--- config.mk ---
export PLATFORM = sky130hd
export DESIGN_NAME = bin2onehot_bbm_flat
export DESIGN_NICKNAME = d
export VERILOG_FILES = /design/src/rtl/bin2onehot_bbm_if.sv /design/src/rtl/bin2onehot_bbm.sv /design/src/flat_wrapper.sv
export SDC_FILE = /design/constraint.sdc
export NUM_CORES = 1
export LEC_CHECK = 0
export CAP_MARGIN = 20
export CORE_MARGIN = 2
export CORE_UTILIZATION = 50
export DETAILED_ROUTE_END_ITERATION = 6
export PLACE_DENSITY_LB_ADDON = 0.1
export SYNTH_ARGS = -nofsm -noshare
export SYNTH_HDL_FRONTEND = slang
export SYNTH_SLANG_ARGS = --single-unit
--- constraint.sdc ---
create_clock -name clk_i -period 1.6 [get_ports clk_i]
set_input_delay 0.48 -clock clk_i [delete_from_list [all_inputs] [get_ports clk_i]]
set_output_delay 0.48 -clock clk_i [all_outputs]
set_load 0.05 [all_outputs]
--- src/rtl/bin2onehot_bbm_if.sv ---
// ============================================================================
// Module      : bin2onehot_bbm_if
// Description : Code-in / switch-drive-out bundle for bin2onehot_bbm.
// Revision    : 1.0 - initial release
// ============================================================================
`default_nettype none

interface bin2onehot_bbm_if #(
    parameter int WIDTH = 8
);
    localparam int c_bw = $clog2(WIDTH);

    logic             clr_i;
    logic             valid_i;
    logic [c_bw-1:0]  binary_i;
    logic             ready_o;
    logic [WIDTH-1:0] onehot_o;
    logic             busy_o;
    logic             err_o;

    modport master (
        output clr_i, valid_i, binary_i,
        input  ready_o, onehot_o, busy_o, err_o
    );

    modport slave (
        input  clr_i, valid_i, binary_i,
        output ready_o, onehot_o, busy_o, err_o
    );
endinterface

`default_nettype wire

--- src/rtl/bin2onehot_bbm.sv ---
// ============================================================================
// Module      : bin2onehot_bbm
// Description : Binary-to-one-hot switch driver with break-before-make gap.
// Revision    : 1.0 - initial release
// ============================================================================
`default_nettype none

module bin2onehot_bbm #(
    parameter int WIDTH       = 8,
    parameter int DEAD_CYCLES = 2
) (
    input  wire             clk_i,
    input  wire             rst_ni,
    bin2onehot_bbm_if.slave bus
);
    localparam int c_bw    = $clog2(WIDTH);
    localparam int c_cnt_w = (DEAD_CYCLES > 1) ? $clog2(DEAD_CYCLES) : 1;

    localparam logic [1:0] c_idle = 2'd0;
    localparam logic [1:0] c_hold = 2'd1;
    localparam logic [1:0] c_dead = 2'd2;

    localparam logic [WIDTH-1:0]   c_one      = {{(WIDTH-1){1'b0}}, 1'b1};
    localparam logic [c_bw:0]      c_lim      = (c_bw+1)'(WIDTH);
    localparam logic [c_cnt_w-1:0] c_cnt_load = c_cnt_w'(DEAD_CYCLES - 1);

    logic [1:0]         r_state;
    logic [WIDTH-1:0]   r_onehot;
    logic [c_bw-1:0]    r_code;
    logic [c_cnt_w-1:0] r_cnt;
    logic               r_err;

    logic w_ready;
    logic w_xfer;
    logic w_in_range;

    assign w_ready    = (r_state != c_dead);
    assign w_xfer     = bus.valid_i && w_ready;
    assign w_in_range = ({1'b0, bus.binary_i} < c_lim);

    // r_code holds the driven code in HOLD and the pending code in DEAD.
    always_ff @(posedge clk_i or negedge rst_ni) begin
        if (!rst_ni) begin
            r_state  <= c_idle;
            r_onehot <= '0;
            r_code   <= '0;
            r_cnt    <= '0;
            r_err    <= 1'b0;
        end else if (bus.clr_i) begin
            r_state  <= c_idle;
            r_onehot <= '0;
            r_code   <= '0;
            r_cnt    <= '0;
            r_err    <= 1'b0;
        end else begin
            r_err <= w_xfer && !w_in_range;
            case (r_state)
                c_idle: begin
                    if (w_xfer && w_in_range) begin
                        r_onehot <= c_one << bus.binary_i;
                        r_code   <= bus.binary_i;
                        r_state  <= c_hold;
                    end
                end
                c_hold: begin
                    if (w_xfer && w_in_range && (bus.binary_i != r_code)) begin
                        r_onehot <= '0;
                        r_code   <= bus.binary_i;
                        r_cnt    <= c_cnt_load;
                        r_state  <= c_dead;
                    end
                end
                c_dead: begin
                    if (r_cnt == '0) begin
                        r_onehot <= c_one << r_code;
                        r_state  <= c_hold;
                    end else begin
                        r_cnt <= r_cnt - 1'b1;
                    end
                end
                default: begin
                    r_state  <= c_idle;
                    r_onehot <= '0;
                end
            endcase
        end
    end

    assign bus.ready_o  = w_ready;
    assign bus.busy_o   = (r_state == c_dead);
    assign bus.onehot_o = r_onehot;
    assign bus.err_o    = r_err;

endmodule

`default_nettype wire

--- src/flat_wrapper.sv ---
// flat-port wrapper written by rule: the top's interface ports become plain ports
module bin2onehot_bbm_flat 
#(
    parameter int WIDTH       = 8,
    parameter int DEAD_CYCLES = 2
)
  (clk_i, rst_ni, bus_clr_i, bus_valid_i, bus_binary_i, bus_ready_o, bus_onehot_o, bus_busy_o, bus_err_o);
  bin2onehot_bbm_if #(.WIDTH(WIDTH)) bus_i ();
  input  wire clk_i;
  input  wire rst_ni;
  input wire logic [$bits(bus_i.clr_i)-1:0] bus_clr_i;
  input wire logic [$bits(bus_i.valid_i)-1:0] bus_valid_i;
  input wire logic [$bits(bus_i.binary_i)-1:0] bus_binary_i;
  output wire logic [$bits(bus_i.ready_o)-1:0] bus_ready_o;
  output wire logic [$bits(bus_i.onehot_o)-1:0] bus_onehot_o;
  output wire logic [$bits(bus_i.busy_o)-1:0] bus_busy_o;
  output wire logic [$bits(bus_i.err_o)-1:0] bus_err_o;
  assign bus_i.clr_i = bus_clr_i;
  assign bus_i.valid_i = bus_valid_i;
  assign bus_i.binary_i = bus_binary_i;
  assign bus_ready_o = bus_i.ready_o;
  assign bus_onehot_o = bus_i.onehot_o;
  assign bus_busy_o = bus_i.busy_o;
  assign bus_err_o = bus_i.err_o;
  bin2onehot_bbm #(.WIDTH(WIDTH), .DEAD_CYCLES(DEAD_CYCLES)) u_core (.clk_i(clk_i), .rst_ni(rst_ni), .bus(bus_i));
endmodule
# Yosys cells after proc, flatten, opt, wreduce, memory -nomap -nowiden
# Cells that the tools add are included.
# totals
wordCells	40
regBits	14
inputBits	7
out_inout_bits	11
# classes
eq_ne	7
n_reduce_logical	8
n_addsub	1
mux	18
n_shift	2
# ops
operator	count
two-way mux 8 bit	4
case mux 8 bit (3 select lines)	1
left shift 1 x 3 -> 8 bit (first input constant)	2
two-way mux 3 bit	3
two-way mux 2 bit	4
!= test 3 x 2 -> 1 bit (second input constant)	2
case mux 2 bit (3 select lines)	1
case mux 3 bit (2 select lines)	1
AND reduction 3 bit	2
nonzero test 3 bit	2
two-way mux 1 bit	3
!= test 3 bit	1
!= test 3 bit (second input constant)	1
equality test 2 x 1 -> 1 bit (second input constant)	1
equality test 2 bit (second input constant)	1
logical AND 1 bit	2
zero test 2 bit	1
!= test 2 bit (second input constant)	1
case mux 1 bit (2 select lines)	1
AND reduction 2 bit	1
subtractor 1 bit (second input constant)	1

# Logic depth before layout (Yosys ltp)
# Gate-level depths: netlist (run 1).
# logic_depth
word_depth	6
ltp_mapped	6
depth_no_buf	5

# Worst setup path before layout (run 1)
# Ideal clock, no wire load.
# synth_timing
path_type	reg2reg
from	reg u_core.r_state[1]
to	reg u_core.r_onehot[4] (netlist: u_core.bus.onehot_o[4])
n_path_buf	1
setup_time_ps	134
arrival_ps	1373
period_less_slack_ps	1507
path_slack_ps	93
required_ps	1466
stages_incl_launch_ff	7
path_cell_list	dfrtp_1 buf_12 and2b_4 inv_2 mux2i_1 nand2b_1 mux2i_1
# synth_via
word_cells_on_any_way	12
classes_between	6 x eq/ne; 2 x mux; 4 x reduce/logical
# synth_lines
item	line	source
start, declared	bin2onehot_bbm.sv:27	logic [1:0] r_state;
start signal, assigned	bin2onehot_bbm.sv:44	r_state <= c_idle;
start signal, assigned	bin2onehot_bbm.sv:50	r_state <= c_idle;
start signal, assigned	bin2onehot_bbm.sv:62	r_state <= c_hold;
equality test 2 bit *	--	
via bus_busy_o	flat_wrapper.sv:16	output wire logic [$bits(bus_i.busy_o)-1:0] bus_busy_o;
!= test 3 bit (no line) or case mux 8 bit (3 select lines) (tied branches)	--	
AND reduction 3 bit (no line) or two-way mux 8 bit (tied branches)	--	
end signal, assigned	bin2onehot_bbm.sv:60	r_onehot <= c_one << bus.binary_i;
end signal, assigned	bin2onehot_bbm.sv:75	r_onehot <= c_one << r_code;
end, declared	bin2onehot_bbm.sv:28	logic [WIDTH-1:0] r_onehot;
# The timed path passes the listed nets; every way through them passes the cells marked *.
# A chain may end at the register's enable or synchronous reset.

# Worst setup path in the final report (run 1)
# layout_timing
from	reg u_core.r_state[0]
to	out bus_ready_o
# layout_via
elab_chain_cells	1
# layout_rtl
item	line	source
!= test 2 bit	bin2onehot_bbm.sv:37	assign w_ready = (r_state != c_dead);
end, declared	flat_wrapper.sv:14	output wire logic [$bits(bus_i.ready_o)-1:0] bus_ready_o;
# Every way passes these cells.

==> results.sh, run 1 <==
export IMPL_htree_levels=1
export IMPL_detail_route_drc_violations=0
export IMPL_skew_ps=3.47
export IMPL_post_route_worst_setup_slack_ps=-63.6
export IMPL_grt_total_usage_pct=21.2
export IMPL_cts_buffers=3
export IMPL_clock_latency_ps=290
export IMPL_finalCriticalPeriod_ps=1660
export IMPL_final_setup_violation_count=2
export IMPL_tritoncts_num_sinks=14
export IMPL_post_layout_nonfiller_instances=141
export IMPL_vias=711
export IMPL_grt_start_max_net_pins=15
export IMPL_grt_first_pass_wirelength_microns=3090
export IMPL_max_cap_violations=0
export IMPL_multi_input_comb_area_sq_um=504
export IMPL_area_growth_pct=46.2
export IMPL_via_per_inst=5.04
export IMPL_post_cts_hold_buffer_count=0
export IMPL_critPathRequiredTime_ps=1120
export IMPL_status="finished with violations"
export IMPL_layout_filler_cells=114
export IMPL_layout_drive_gt1_share_pct=41.4
export IMPL_post_synth_num_cell_types=29
export IMPL_crit_path_start_kind="register"
export IMPL_clk_path_buf_depth=2
export IMPL_placeableCoreArea_sq_um=1710
export IMPL_drt_pass_1_iters=4
export IMPL_chipWidth_microns=46.4
export IMPL_cts_tree="yes"
export IMPL_rsz0062_at_grt="yes"
export IMPL_vdd_drop_max_v=0.000482
export IMPL_nets=124
export IMPL_critical_path_max_stage_delay_ps=380
export IMPL_drt_iter0_drc=12
export IMPL_synth_seq_area_share_pct=38.9
export IMPL_std_cell_rows=15
export IMPL_ff_latch_count_synth=14
export IMPL_die_h_microns=46.4
export IMPL_netlist_top_cell_by_area="dfrtp_1"
export IMPL_synth_area_per_cell_sq_um=10.6
export IMPL_gp_congestion=0.815
export IMPL_critPathMaxFanout=5
export IMPL_drt_wl_total_microns=1800
export IMPL_whs_ps=490
export IMPL_first_global_vias=706
export IMPL_timing_final_max_slew_violations=0
export IMPL_final_seq_area_sq_um=350
export IMPL_max_freq_mhz=601
export IMPL_timing_critical_path_slowest_stage_cell="dfrtp_1"
export IMPL_die_area_sq_um=2160
export IMPL_post_synth_inst_count=85
export IMPL_timing_worst_setup_path_type="register to primary output"
export IMPL_pwr_density_cell_nw_per_um2=687
export IMPL_antenna_found_initial=0
export IMPL_initial_utilization_pct=52.7
export IMPL_netlist_top_cells_area="dfrtp_1 (39%), mux2i_1 (16%), xnor2_2 (5.4%)"
export IMPL_critical_path_cell_chain="and2b_4 -> inv_4 -> buf_12"
export IMPL_post_dp_hpwl_microns=1390
export IMPL_dp_cells=135
export IMPL_worst_setup_hold_path_clk_slew_ps=90
export IMPL_violations="negative setup slack"
export IMPL_report_power_total_uw=905
export IMPL_buffer_ports_inserted=16
export IMPL_final_min_period_over_clock_period_pct=104
export IMPL_synth_top_cell_area_share_pct=38.9
export IMPL_total_leakage_power_uw=0.000600
export IMPL_synth_warnings=0
export IMPL_worst_min_delay_path_class="input pin to asynchronous set/reset pin"
export IMPL_ant_nets=0
export IMPL_clk_root_buffer_cell="clkbuf_4"
export IMPL_wl_per_cell_microns=12.8
export IMPL_grt_overflow_total=0
export IMPL_antennaDiodeCount=0
export IMPL_io_pins=18
export IMPL_post_synthesis_instance_area_sq_um=901
export IMPL_finalHoldViolCount=0
export IMPL_critPathCaptureType="primary output"
export IMPL_worst_ep_arrival_time_ps=1180
export IMPL_mappedNetlistNets=92
power by group:
part           switching, uW  internal, uW
combinational            123           128
clock                    126           139
sequential              20.1           369
total                    269           636
sequential cells by signal, indices dropped and copies added, names as in the netlist:
register             count
u_core.r_cnt             1
u_core.r_state           2
u_core.r_code            3
u_core.bus.onehot_o      8
worst max-delay path: cells and delay by family, from the launching register on:
kind	cells	cell delay, ps
simple gates	1	320
flops	1	380
buf+inv	2	190
metal layers:
metal / track usage, % / up-vias / routed length (microns)
met2: 34.7 / 17 / 901
li1: - / 351 / -
met1: 26.2 / 338 / 787
met4: 10.3 / 0 / 38
met3: 4.71 / 5 / 71
met5: 0 / - / 0
Yosys cell counts:
| library cell | instances |
|---|---|
| nor3_1 | 2 |
| a41oi_1 | 1 |
| a21oi_1 | 2 |
| o31ai_1 | 2 |
| and4bb_2 | 1 |
| a31oi_1 | 1 |
| inv_1 | 2 |
| dfrtp_1 | 14 |
| buf_4 | 1 |
| mux2i_1 | 14 |
| nor3b_2 | 1 |
| dlygate4sd1_1 | 1 |
| buf_12 | 1 |
| conb_1 | 1 |
| buf_2 | 1 |
| nor2_1 | 6 |
| nand4_2 | 1 |
| nand4bb_1 | 1 |
| nand2_1 | 11 |
| nand2b_1 | 3 |
| a21oi_2 | 1 |
| o21ai_4 | 1 |
| xnor2_2 | 3 |
| a31o_2 | 1 |
| o21ai_0 | 2 |
| inv_2 | 1 |
| or2b_2 | 4 |
| and2b_4 | 1 |
| nand2b_2 | 4 |
cells by family after synthesis:
| logic type | Yosys count | share of synthesized area [%] |
|---|---|---|
| AO/OA/AOI/OAI | 11 | 9.31 |
| XOR/XNOR | 3 | 5.42 |
| buffers and inverters | 7 | 5.83 |
| flip-flops | 14 | 38.9 |
| AND/OR/NAND/NOR | 35 | 24.6 |
| multiplexers | 14 | 15.6 |
| other | 1 | 0.416 |
worst paths after layout:
check                                                         from                                  to  slack [ps]  cells after the start
worst max-delay path                 u_core.r_state[0]$_DFFE_PN0P_                         bus_ready_o         -60                      3
max in group asynchronous                                   rst_ni        u_core.r_code[1]$_DFFE_PN0P_         940                      2
min in group clk_i              u_core.bus.onehot_o[5]$_DFFE_PN0P_  u_core.bus.onehot_o[5]$_DFFE_PN0P_         590                      2
worst max register to register        u_core.r_code[0]$_DFFE_PN0P_  u_core.bus.onehot_o[2]$_DFFE_PN0P_         130                      5
worst min-delay path                                        rst_ni  u_core.bus.onehot_o[5]$_DFFE_PN0P_         490                      2
worst min register to register  u_core.bus.onehot_o[5]$_DFFE_PN0P_  u_core.bus.onehot_o[5]$_DFFE_PN0P_         590                      2
per-stage QoR:
stage | worst slack, ps | setup TNS, ps | instance area, sq um | utilization (%)
floorplan | 92.6 | 0 | 901 | -
global placement | -304 | -2810 | 1260 | 73.8
detailed placement | -347 | -3210 | 1260 | 73.8
CTS | -79.9 | -114 | 1310 | 76.7
global route | -108 | -167 | 1320 | 77.1
finish | -63.6 | -79.8 | 1320 | 77.1
timing repair:
item,in CTS,in global routing
buffers inserted,1,1
pin swaps,0,0
endpoints found under the setup margin,7,2
gates resized for setup,5,0
cell type report:
class / count / area share [%]
well taps: 25 / 2.37
multi-input cells: 64 / 38.3
flip-flops and latches: 14 / 26.6
clock buffers: 4 / 2.75
inverters: 3 / 1.04
repair buffers: 31 / 29.0
cells in the final DEF (no fill, tap or decap), drive strengths merged, types with 2 or more instances in the layout:
cell / count
o21ai: 3
inv: 3
nand2b: 7
or2b: 4
nor2: 6
o31ai: 2
clkbuf: 4
dfrtp: 14
a21oi: 3
dlygate4sd2: 3
clkdlybuf4s50: 3
xnor2: 3
nor3: 2
buf: 25
nand2: 11
mux2i: 14
(Power assumes the default switching activity.)
==> run 2: changes to the inputs <==
--- a/config.mk
+++ b/config.mk
@@ -8,6 +8,7 @@
 export CAP_MARGIN = 20
 export CORE_MARGIN = 2
 export CORE_UTILIZATION = 50
+export CTS_BUF_LIST = sky130_fd_sc_hd__clkbuf_16
 export DETAILED_ROUTE_END_ITERATION = 6
 export PLACE_DENSITY_LB_ADDON = 0.1
 export SYNTH_ARGS = -nofsm -noshare
==> run 2 against run 1 <==
Compared with the run above: sequential power grew 1%; first-iteration DRC count shrank 8.3%; utilization grew 4.6 points; the run still ends with negative setup slack left; critical endpoint unchanged; highest routed layer unchanged; critical path type unchanged.
==> results.sh, run 2 (synthesized netlist as in run 1, its figures left out) <==
export IMPL_final_min_period_over_clock_period_pct=100
export IMPL_htree_levels=1
export IMPL_dp_worst_setup_slack_ps=-347
export IMPL_finalHoldViolCount=0
export IMPL_worst_ep_arrival_time_ps=1120
export IMPL_post_cts_hold_buffer_count=0
export IMPL_post_route_worst_setup_slack_ps=-1.44
export IMPL_vias=743
export IMPL_buffer_ports_inserted=16
export IMPL_via_per_inst=5.16
export IMPL_grt_first_pass_wirelength_microns=3520
export IMPL_placeableCoreArea_sq_um=1710
export IMPL_die_area_sq_um=2160
export IMPL_tritoncts_num_sinks=14
export IMPL_violations="negative setup slack"
export IMPL_timing_final_max_slew_violations=0
export IMPL_final_cell_mix="buf_4 (17), mux2i_1 (13), dfrtp_1 (13)"
export IMPL_crit_path_start_kind="register"
export IMPL_total_leakage_power_uw=0.000634
export IMPL_detail_route_drc_violations=0
export IMPL_report_power_total_uw=1140
export IMPL_worst_min_delay_path_class="input pin to asynchronous set/reset pin"
export IMPL_status="finished with violations"
export IMPL_dp_cells=135
export IMPL_antenna_found_initial=0
export IMPL_grt_start_max_net_pins=15
export IMPL_final_common_cell="buf_4"
export IMPL_first_global_vias=763
export IMPL_die_h_microns=46.4
export IMPL_skew_ps=3.12
export IMPL_pwr_density_cell_nw_per_um2=816
export IMPL_finalCriticalPeriod_ps=1600
export IMPL_critPathRequiredTime_ps=1120
export IMPL_grt_overflow_total=0
export IMPL_nets=127
export IMPL_timing_worst_setup_path_type="register to primary output"
export IMPL_max_freq_mhz=624
export IMPL_post_dp_hpwl_microns=1390
export IMPL_clk_root_buffer_cell="clkbuf_16"
export IMPL_critPathMaxFanout=5
export IMPL_max_cap_violations=0
export IMPL_initial_utilization_pct=52.7
export IMPL_layout_drive_gt1_share_pct=43.7
export IMPL_setup_tns_ps=-1.44
export IMPL_drt_wl_total_microns=2190
export IMPL_drt_iter0_drc=11
export IMPL_grt_total_usage_pct=24.2
export IMPL_drt_pass_1_iters=4
export IMPL_wl_per_cell_microns=15.2
export IMPL_gp_congestion=0.815
export IMPL_cts_tree="yes"
export IMPL_cts_buffers=3
export IMPL_chipWidth_microns=46.4
export IMPL_vdd_drop_max_v=0.000675
export IMPL_largest_reg_flops=8
export IMPL_critPathCaptureType="primary output"
export IMPL_ant_nets=0
export IMPL_worst_setup_hold_path_clk_slew_ps=50
export IMPL_std_cell_rows=15
export IMPL_area_growth_pct=55.0
export IMPL_io_pins=18
export IMPL_rsz0062_at_grt="yes"
export IMPL_whs_ps=553
export IMPL_post_layout_nonfiller_instances=144
export IMPL_antennaDiodeCount=0
export IMPL_clk_path_buf_depth=2
export IMPL_final_setup_violation_count=1
export IMPL_clock_latency_ps=240
[run 2: changes by cell type in the layout (fill, tap and decap cells not counted), sizes merged]
cell and delta:
buf +3, clkbuf -1, clkinv +1
[run 2: per-layer routing]
layer	part of all wire (%)	global-route usage, %	up-vias
met4	3.4	13.7	0
met3	3.4	4.71	6
met2	50	39.4	18
met1	43	29.6	362
met5	0	0	-
li1	-	-	357
[run 2: path summary, 6_finish.rpt]
check / slack [ps] / from / end / depth (start not counted)
setup / recovery: -1 / u_core.r_state[0]$_DFFE_PN0P_ / bus_ready_o / 3
hold / removal: 550 / rst_ni / u_core.r_state[1]$_DFFE_PN0P_ / 2
setup reg to reg: 130 / u_core.r_state[1]$_DFFE_PN0P_ / u_core.bus.onehot_o[2]$_DFFE_PN0P_ / 6
hold reg to reg: 590 / u_core.bus.onehot_o[5]$_DFFE_PN0P_ / u_core.bus.onehot_o[5]$_DFFE_PN0P_ / 2
max in group asynchronous: 860 / rst_ni / u_core.r_state[1]$_DFFE_PN0P_ / 2
min in group clk_i: 590 / u_core.bus.onehot_o[5]$_DFFE_PN0P_ / u_core.bus.onehot_o[5]$_DFFE_PN0P_ / 2
[run 2: worst max-delay path: stages (launching register included)]
cell,delay [ps]
dfrtp_1,370
and2b_4,310
inv_4,60
buf_12,140
[run 2: cell type report]
type / count / area, sq um
clock buffers: 3 / 75.1
clock inverters: 1 / 3.75
fillers: 100 / 312
inverters: 3 / 13.8
multi-input cells: 64 / 517
flip-flops and latches: 14 / 352
well taps: 25 / 31.3
repair buffers: 34 / 404
[run 2: stage by stage]
stage	utilization, %	area [sq um]
global placement	73.8	1260
finish	81.8	1400
detailed placement	73.8	1260
floorplan	-	901
CTS	80.9	1380
global route	81.8	1400
[run 2: power breakdown]
group,leakage (uW),total [uW],switching (uW),internal (uW)
logic,0.000406,273,135,138
registers,0.000189,393,22.3,371
clock network,0.0000385,472,142,330
total,0.000634,1140,299,840
[run 2: what timing repair did]
| action | CTS | global route |
|---|---|---|
| pin swaps | 3 | 0 |
| hold endpoints to repair | 0 | 0 |
| endpoints found under the setup margin | 10 | 1 |
| gates resized for setup | 8 | 0 |
| setup buffers | 3 | 2 |
